### src/rtl/pistorm_pkg.sv
// Shared register map, FSM encoding and STATUS layout for the PiStorm Pi-side host port.
// STATUS readback: ipl in [15:13], sticky flags and live state in [4:0].
package pistorm_pkg;

    localparam logic [1:0] REG_DATA    = 2'd0;
    localparam logic [1:0] REG_ADDR_LO = 2'd1;
    localparam logic [1:0] REG_ADDR_HI = 2'd2;
    localparam logic [1:0] REG_STATUS  = 2'd3;

    typedef enum logic [1:0] {
        ST_IDLE  = 2'd0,
        ST_ARMED = 2'd1,
        ST_REQ   = 2'd2,
        ST_BUSY  = 2'd3
    } host_state_t;

    localparam int STAT_TXN      = 0;
    localparam int STAT_RUN      = 1;
    localparam int STAT_BUSY     = 2;
    localparam int STAT_OVERRUN  = 3;
    localparam int STAT_TIMEOUT  = 4;
    localparam int STAT_IPL_LSB  = 13;

    // ctrl[1] releases the 68K from reset; ctrl[15] on write clears the sticky flags.
    localparam int CTRL_RUN_BIT  = 1;
    localparam int CTRL_CLR_BIT  = 15;

    function automatic logic [15:0] pack_status(
        input logic [2:0] ipl,
        input logic       timeout,
        input logic       overrun,
        input logic       busy,
        input logic       run,
        input logic       txn
    );
        logic [15:0] s;
        s = '0;
        s[STAT_IPL_LSB +: 3] = ipl;
        s[STAT_TIMEOUT]      = timeout;
        s[STAT_OVERRUN]      = overrun;
        s[STAT_BUSY]         = busy;
        s[STAT_RUN]          = run;
        s[STAT_TXN]          = txn;
        return s;
    endfunction

endpackage

### src/rtl/pi_strobe_sync.sv
// Two-flop synchroniser for an asynchronous Pi strobe plus a single-cycle rise detect.
module pi_strobe_sync (
    input  logic clk,
    input  logic reset,
    input  logic strobe,
    output logic rise
);

    logic [1:0] sync;

    // NOTE: sequential state is only ever written with <= so every flop sees pre-edge values.
    always_ff @(posedge clk) begin
        if (reset) begin
            sync <= 2'b00;
        end else begin
            sync <= {sync[0], strobe};
        end
    end

    assign rise = sync[0] & ~sync[1];

endmodule

### src/rtl/pi_host_port.sv
// Pi-side host register front end: decodes Pi strobes into a bus-cycle descriptor and
// runs the op_req/op_ack/op_done handshake with a busy watchdog and sticky error flags.
module pi_host_port
    import pistorm_pkg::*;
#(
    parameter int TIMEOUT_CYCLES = 4095
) (
    input  logic        c200m,
    input  logic        reset,
    input  logic [1:0]  pi_a,
    input  logic        pi_rd,
    input  logic        pi_wr,
    input  logic [15:0] pi_d_in,
    output logic [15:0] pi_d_out,
    output logic        pi_d_oe,
    input  logic [2:0]  ipl,
    output logic        op_req,
    output logic        op_rw,
    output logic        op_uds_n,
    output logic        op_lds_n,
    input  logic        op_ack,
    input  logic        op_done,
    output logic        txn_in_progress,
    output logic [15:0] ctrl,
    output logic        reset_req
);

    localparam logic [11:0] WD_LIMIT = 12'(TIMEOUT_CYCLES);

    logic        wr_rise;
    logic        rd_rise;
    host_state_t state;
    logic        a0;
    logic        overrun;
    logic        timeout;
    logic [11:0] wd_cnt;

    pi_strobe_sync u_wr_sync (
        .clk    (c200m),
        .reset  (reset),
        .strobe (pi_wr),
        .rise   (wr_rise)
    );

    pi_strobe_sync u_rd_sync (
        .clk    (c200m),
        .reset  (reset),
        .strobe (pi_rd),
        .rise   (rd_rise)
    );

    logic busy;
    logic lo_wr;
    logic hi_wr;
    logic stat_wr;
    logic wd_expire;
    logic done_now;
    logic overrun_set;
    logic timeout_set;
    logic flag_clr;

    // NOTE: every always_comb output gets a default first so no path can infer a latch.
    always_comb begin
        lo_wr   = 1'b0;
        hi_wr   = 1'b0;
        stat_wr = 1'b0;
        if (wr_rise) begin
            case (pi_a)
                REG_ADDR_LO: lo_wr   = 1'b1;
                REG_ADDR_HI: hi_wr   = 1'b1;
                REG_STATUS:  stat_wr = 1'b1;
                REG_DATA:    ;
                default:     ;
            endcase
        end
    end

    assign busy        = (state == ST_REQ) || (state == ST_BUSY);
    assign done_now    = (state == ST_BUSY) && op_done;
    assign wd_expire   = busy && ((wd_cnt + 12'd1) == WD_LIMIT);
    assign overrun_set = busy && (lo_wr || hi_wr);
    // A completion landing on the expiry cycle is a real completion, not a hang.
    assign timeout_set = wd_expire && !done_now;
    assign flag_clr    = stat_wr && pi_d_in[CTRL_CLR_BIT];

    always_ff @(posedge c200m) begin
        if (reset) begin
            state           <= ST_IDLE;
            a0              <= 1'b0;
            op_req          <= 1'b0;
            op_rw           <= 1'b1;
            op_uds_n        <= 1'b1;
            op_lds_n        <= 1'b1;
            txn_in_progress <= 1'b0;
            wd_cnt          <= 12'd0;
            overrun         <= 1'b0;
            timeout         <= 1'b0;
            ctrl            <= 16'h0000;
            pi_d_out        <= 16'h0000;
        end else begin
            if (busy) begin
                wd_cnt <= wd_cnt + 12'd1;
            end

            case (state)
                ST_IDLE, ST_ARMED: begin
                    if (lo_wr) begin
                        a0              <= pi_d_in[0];
                        txn_in_progress <= 1'b1;
                        state           <= ST_ARMED;
                    end else if (hi_wr) begin
                        op_rw           <= pi_d_in[9];
                        op_uds_n        <= pi_d_in[8] ? a0 : 1'b0;
                        op_lds_n        <= pi_d_in[8] ? ~a0 : 1'b0;
                        op_req          <= 1'b1;
                        txn_in_progress <= 1'b1;
                        wd_cnt          <= 12'd0;
                        state           <= ST_REQ;
                    end
                end
                ST_REQ: begin
                    if (wd_expire) begin
                        op_req          <= 1'b0;
                        txn_in_progress <= 1'b0;
                        state           <= ST_IDLE;
                    end else if (op_ack) begin
                        op_req <= 1'b0;
                        state  <= ST_BUSY;
                    end
                end
                ST_BUSY: begin
                    if (op_done || wd_expire) begin
                        txn_in_progress <= 1'b0;
                        state           <= ST_IDLE;
                    end
                end
                default: state <= ST_IDLE;
            endcase

            // Setting beats clearing so an event in the clear cycle is never lost.
            overrun <= overrun_set | (overrun & ~flag_clr);
            timeout <= timeout_set | (timeout & ~flag_clr);

            if (stat_wr) begin
                ctrl <= pi_d_in;
            end

            if (rd_rise && (pi_a == REG_STATUS)) begin
                pi_d_out <= pack_status(ipl, timeout, overrun, busy,
                                        ctrl[CTRL_RUN_BIT], txn_in_progress);
            end
        end
    end

    assign pi_d_oe   = (pi_a == REG_STATUS) && pi_rd;
    assign reset_req = ~ctrl[CTRL_RUN_BIT];

endmodule

### config.mk
export PLATFORM = sky130hd
export DESIGN_NAME = pi_host_port
export DESIGN_NICKNAME = d
export VERILOG_FILES = /design/src/rtl/pistorm_pkg.sv /design/src/rtl/pi_strobe_sync.sv /design/src/rtl/pi_host_port.sv
export SDC_FILE = /design/constraint.sdc
export NUM_CORES = 1
export LEC_CHECK = 0
export CAP_MARGIN = 10
export CORE_AREA = 10 10 77 79
export DETAILED_ROUTE_END_ITERATION = 8
export DIE_AREA = 0 0 87 89
export DONT_BUFFER_PORTS = 1
export SLEW_MARGIN = 20
export SYNTH_ARGS = -nofsm -noshare
export SYNTH_HDL_FRONTEND = slang
export SYNTH_SLANG_ARGS = --single-unit
### constraint.sdc
create_clock -name c200m -period 5.4 [get_ports c200m]
set_clock_uncertainty 0.1 [all_clocks]
set_input_delay 1.08 -clock c200m [delete_from_list [all_inputs] [get_ports c200m]]
set_output_delay 1.08 -clock c200m [all_outputs]
set_load 0.02 [all_outputs]
==> results.yml, run 1 <==
critical_path:
  criticalPathCategory: "in -> out"
  worst-path-max-fanout: 2
  crit_cells: 1
  rr_endpoint: "state[0]"
  list_of_cells_traversed_by_the_critical_path: "and3_1"
  slowest_stage: "sky130_fd_sc_hd__and3_1"
  arrival_ns: 1.35
  critPathLaunchType: "input pin"
  cp_top_family: "simple AND/OR/NAND/NOR gates"
  type_of_element_capturing_the_critical_path: "primary output"
  crit_path_max_incr_delay_ns: 0.27
  number_of_cells_on_the_worst_reg_to_reg_path: 6
  r2r-start: "wd_cnt[0]"
  critPathRequiredTime_ns: 4.22
  reg2reg_setup_slack_ns: 3.01
  crit_buf_inv: 0
  startpoint: "pi_rd"
  worstSetupEndpoint: "pi_d_oe"
clock_network:
  postCtsSetupRepairBufs: 0
  clk_path_buf_depth: 2
  tritoncts: "done"
  htree_num_levels: 2
  cts_hold_buffers: 0
  clock_pin_slew_on_the_worst_setup_and_hold_paths_ns: 0.09
  cts_root_buf: "sky130_fd_sc_hd__clkbuf_8"
  numClockSinks: 50
  worstSkewPairLatency_ns: 0.30
  ctsResizeCount: 0
  tritoncts.num_buffers: 5
placement:
  gp_congestion: 0.783
  portBuffers: 0
  post_dp_cell_area_mm2: 0.00212
  detailed_place_hpwl_um: 3410
routing:
  met2_length_um: 2240
  drtPass1Iterations: 4
  detailroute.via_count: 1648
  route.final.wire_length_um: 4750
  drt.antenna.violating_nets: 0
  avgViaCountPerCell: 5.39
  drt_iter0_drc: 102
  drc_errors: 0
  wirelength_met1_um: 1920
  drt-wirelength-per-cell_um: 15.5
  wl_met3_um: 568
  highest_layer: "met4"
synthesis:
  synth.yosys.seq_area_share_pct: 46.2
  netlist_area_mm2: 0.00217
  yosys-top-cells-area: "sky130_fd_sc_hd__dfxtp_1 (46%), sky130_fd_sc_hd__nand2_1 (10%), sky130_fd_sc_hd__a21oi_1 (7.4%)"
  asyncSetResetFlopFracSynth_pct: 0
  synth-warning-count: 0
  synth.ff_latch_count: 50
  avgSynthCellArea_um2: 8.33
  synthMostInstantiatedCell: "sky130_fd_sc_hd__nand2_1"
  synth_flop_cell: "sky130_fd_sc_hd__dfxtp_1"
  ys_types: 42
  syn_inst: 260
  yosysTopAreaCell: "sky130_fd_sc_hd__dfxtp_1"
  synth.top_cells.by_count: "sky130_fd_sc_hd__nand2_1 (58), sky130_fd_sc_hd__dfxtp_1 (50), sky130_fd_sc_hd__a21oi_1 (32), sky130_fd_sc_hd__nor2_1 (23), sky130_fd_sc_hd__clkbuf_1 (12)"
  post-synth-top-area-fraction_pct: 46.2
  synth_edf_count: 0
sta:
  final_hold_viol_count: 0
  timing.setup.tns_ns: 0
  fin_hold_ws_ns: 0.357
  max_clock_freq_mhz: 396
  timing.final.setup_violations: 0
  final.min_clock_period_ns: 2.53
  worst_slew_margin_rel_pct: 36.4
  max_slew.worst_pin.slew_ns: 0.951
  fin_crit_sh_pct: 46.8
  final_slew_viol_count: 0
  grt_setup_unrepaired: "false"
cells_and_area:
  post-route-util_pct: 49.3
  register_area_mm2: 0.00100
  drive_above_1_share_pct: 5.16
  layout.nets: 280
  fill_cell_count: 455
  fin_area_mm2: 0.00224
  n_antenna_cell: 0
  multi_input_comb_area_mm2: 0.00103
  syn_to_final_growth_pct: 3.29
global_routing:
  grt_max_degree: 51
  grt_antenna_before_repair: 0
  grt_pass1_wl_um: 7560
  grt_pass1_vias: 1544
  globalRouteOverflowTotal: 0
  grt.total_usage_pct: 12.0
floorplan:
  die_outline_height_um: 89
  ioPinCount: 66
  design.die.area_mm2: 0.00774
  fp.coreArea_mm2: 0.00454
  start_util_pct: 47.8
  placement_rows: 25
  die_width_um: 87
pwr:
  cellLeakagePower_nw: 0.819
  power.density_cell_area_mw_per_mm2: 310
  ir_worst_vdd_mv: 0.192
hold_path:
  timing.hold.worst.class: "reg -> reg"
status:
  outcome: "finished, final reports clean"
flow_run:
  timing.max_cap.violations: 0
[placed cells by master, fill, tap and decap left out, drive strengths merged, types with 6 or more instances in the layout]
cell type	netlist	final
conb	1	8
inv	5	6
clkbuf	14	6
xor2	9	9
nand3	9	9
a22oi	8	8
nor2b	7	7
nand2	58	58
nor2	23	23
dfxtp	50	50
a21oi	32	32
[flip-flops by register name (all words and copies together) (netlist names)]
signal,cells
txn_in_progress,1
op_uds_n,1
op_rw,1
u_rd_sync.sync,2
ctrl,16
op_lds_n,1
overrun,1
timeout,1
state,2
u_wr_sync.sync,2
wd_cnt,12
pi_d_out,8
op_req,1
a0,1
[layer usage]
| layer | vias to the layer above | global-route usage [%] |
|---|---|---|
| li1 | 843 | - |
| met1 | 740 | 13.8 |
| met2 | 61 | 18.9 |
| met3 | 4 | 6.47 |
| met4 | 0 | 3.09 |
| met5 | - | 0 |
[report_power, final]
part | switching (mW) | internal, mW
Clock | 0.124 | 0.152
Sequential | 0.0139 | 0.376
Combinational | 0.0171 | 0.00903
Total | 0.155 | 0.538
[cell type report]
class | count | share of cell area [%]
well taps | 54 | 3.02
multi-input cells | 189 | 46.0
clock inverters | 2 | 1.73
clock buffers | 6 | 3.69
inverters | 5 | 0.839
flip-flops and latches | 50 | 44.7
[stage by stage]
stage / power [mW] / worst slack (ns) / instances
floorplan: 0.432 / 2.65 / 267
global placement: 0.425 / 2.78 / 298
detailed placement: 0.425 / 2.75 / 298
CTS: 0.701 / 2.87 / 306
global route: 0.721 / 2.75 / 306
finish: 0.693 / 2.87 / 306
[worst min-delay path by stage]
stage | startpoint | endpoint | slack [ns] | cells after the start
finish | timeout | timeout | 0.36 | 2
global route | timeout | timeout | 0.40 | 2
CTS | timeout | timeout | 0.36 | 2
detailed placement | timeout | timeout | 0.34 | 2
global placement | timeout | timeout | 0.34 | 2
floorplan | u_wr_sync.sync[0] | u_wr_sync.sync[1] | 0.33 | 1
[cells by family (layout without fill, tap and decap cells)]
group | after synthesis | in the layout | share of synthesized area (%)
and+or+nand+nor | 115 | 115 | 25.4
AOI/OAI and AO/OA | 53 | 53 | 15.0
adders and majority gates | 2 | 2 | 1.16
DFF | 50 | 50 | 46.2
buffers and inverters | 28 | 13 | 7.51
other | 1 | 8 | 0.173
muxes | 1 | 1 | 0.462
xor gates and xnor gates | 10 | 10 | 4.04
No activity file was read; power rests on OpenSTA's default activity.
==> run 2, diff against run 1 <==
--- a/config.mk
+++ b/config.mk
@@ -10,6 +10,7 @@
 export DETAILED_ROUTE_END_ITERATION = 8
 export DIE_AREA = 0 0 87 89
 export DONT_BUFFER_PORTS = 1
+export PLACE_DENSITY = 0.66
 export SLEW_MARGIN = 20
 export SYNTH_ARGS = -nofsm -noshare
 export SYNTH_HDL_FRONTEND = slang
==> constraint.sdc (replaced) <==
create_clock -name c200m -period 2.3 [get_ports c200m]
set_clock_uncertainty 0.1 [all_clocks]
set_input_delay 0.46 -clock c200m [delete_from_list [all_inputs] [get_ports c200m]]
set_output_delay 0.46 -clock c200m [all_outputs]
set_load 0.02 [all_outputs]
==> run 2 against run 1 <==
Net effect:
- sequential share of layout area fell by 0.93 points
- design area up 2.1%
- sequential power grew 130%
- count of clock-buffer cells in the layout unchanged
- flip-flop and latch count unchanged
- critical path depth rose by 5
- cell count rose by 1.6%
- global-route usage up 0.059 points
- utilization increased by 1.0 points
- clock power grew 99%
- register-to-register slack got worse by 2.9 ns
- non-clock buffer count is 5 higher
- largest cell class unchanged
- highest routed layer unchanged
==> results.yml, run 2 (same netlist as run 1, synthesis figures left out) <==
floorplan:
  placement_rows: 25
  start_util_pct: 47.8
  ioPinCount: 66
  design.die.area_mm2: 0.00774
  die_outline_height_um: 89
  die_width_um: 87
  fp.coreArea_mm2: 0.00454
cells_and_area:
  fin_area_mm2: 0.00228
  largest_reg_flops: 16
  n_antenna_cell: 0
  layout.nets: 285
  reg.largest.list: "ctrl (16), wd_cnt (12), pi_d_out (8)"
  regMostFlops: "ctrl"
  most-common-layout-cells: "sky130_fd_sc_hd__nand2_1 (58), sky130_fd_sc_hd__dfxtp_1 (50), sky130_fd_sc_hd__a21oi_1 (32)"
  syn_to_final_growth_pct: 5.49
  layout_commonest_cell: "sky130_fd_sc_hd__nand2_1"
  fill_cell_count: 453
  post-route-util_pct: 50.4
  drive_above_1_share_pct: 8.17
sta:
  final_slew_viol_count: 0
  max_clock_freq_mhz: 459
  fin_hold_ws_ns: 0.118
  timing.setup.tns_ns: 0
  timing.final.setup_violations: 0
  worst_slew_margin_rel_pct: 31.1
  final_hold_viol_count: 0
  max_slew.worst_pin.slew_ns: 1.03
  final.min_clock_period_ns: 2.18
  grt_setup_unrepaired: "true"
  fin_crit_sh_pct: 94.8
placement:
  detailed_place_hpwl_um: 3480
  gp_congestion: 0.855
  post_dp_cell_area_mm2: 0.00215
  portBuffers: 0
critical_path:
  list_of_cells_traversed_by_the_critical_path: "ha_1, nand2_1, o41ai_4, o2111ai_2, and3b_1, nor4_2"
  slowest_stage: "sky130_fd_sc_hd__o41ai_4"
  crit_buf_inv: 0
  critPathRequiredTime_ns: 2.42
  crit_path_max_incr_delay_ns: 0.44
  cp_top_family: "compound AO/OA/AOI/OAI gates"
  critPathLaunchType: "flop"
  worst-path-max-fanout: 6
  arrival_ns: 2.30
  type_of_element_capturing_the_critical_path: "flop"
  criticalPathCategory: "reg -> reg"
clock_network:
  cts_root_buf: "sky130_fd_sc_hd__clkbuf_8"
  clock_pin_slew_on_the_worst_setup_and_hold_paths_ns: 0.10
  clk_path_buf_depth: 2
  worstSkewPairLatency_ns: 0.30
  numClockSinks: 50
  tritoncts.num_buffers: 5
  htree_num_levels: 2
  cts_hold_buffers: 0
  tritoncts: "done"
routing:
  detailroute.via_count: 1694
  drc_errors: 0
  drt.antenna.violating_nets: 0
  drt_iter0_drc: 89
  wl_met3_um: 448
  drtPass1Iterations: 4
  wirelength_met1_um: 1980
  met2_length_um: 2400
  highest_layer: "met4"
  drt-wirelength-per-cell_um: 15.7
  avgViaCountPerCell: 5.45
  route.final.wire_length_um: 4890
global_routing:
  grt_pass1_wl_um: 7670
  grt_pass1_vias: 1627
  globalRouteOverflowTotal: 0
  grt_antenna_before_repair: 0
  grt.total_usage_pct: 12.0
  grt_max_degree: 51
pwr:
  cellLeakagePower_nw: 0.869
  power.density_cell_area_mw_per_mm2: 669
  design_power_total_mw: 1.53
  ir_worst_vdd_mv: 0.428
flow_run:
  timing.max_cap.violations: 0
hold_path:
  timing.hold.worst.class: "in -> reg"
status:
  outcome: "finished, final reports clean"
[run 2: worst reg2reg max path, stage by stage (launching register included)]
cell and delay (ns):
sky130_fd_sc_hd__dfxtp_1 0.42, sky130_fd_sc_hd__ha_1 0.26, sky130_fd_sc_hd__nand2_1 0.18, sky130_fd_sc_hd__o41ai_4 0.44, sky130_fd_sc_hd__o2111ai_2 0.24, sky130_fd_sc_hd__and3b_1 0.24
sky130_fd_sc_hd__nor4_2 0.23
[run 2: repair_timing]
action	CTS	global route
buffers inserted	0	0
gates resized for setup	2	3
endpoints found under the setup margin	1	3
[run 2: final cells by class]
class,count,area (um^2),area share [%]
inverters,5,18.8,0.821
well taps,54,67.6,2.96
repair buffers,5,37.5,1.64
clock buffers,6,82.6,3.61
flip-flops and latches,50,1000,43.8
clock inverters,2,16.3,0.712
multi-input cells,189,1060,46.4
[run 2: metal layers]
metal,track usage (%),vias up
met5,0,-
met4,3.39,0
met3,5.56,6
met2,19.7,48
met1,13.8,787
li1,-,853
[run 2: worst paths after layout]
check                     from                end  slack (ns)  cells past startpoint
max                  wd_cnt[0]           state[0]        0.12                      6
min                      reset           ctrl[10]        0.12                      1
max reg2reg          wd_cnt[0]           state[0]        0.12                      6
min reg2reg  u_wr_sync.sync[0]  u_wr_sync.sync[1]        0.36                      1
[run 2: where the power goes]
| group | internal [mW] | switching (mW) |
|---|---|---|
| registers | 0.883 | 0.0296 |
| logic | 0.0231 | 0.0436 |
| clock network | 0.248 | 0.301 |
| total | 1.15 | 0.375 |
[run 2: through the flow]
stage | cells | setup slack [ns]
4_1_cts | 311 | 0.115
2_1_floorplan | 267 | 0.259
6_report | 311 | 0.121
3_3_place_gp | 303 | 0.152
5_1_grt | 311 | -0.0233
3_5_place_dp | 303 | 0.0362
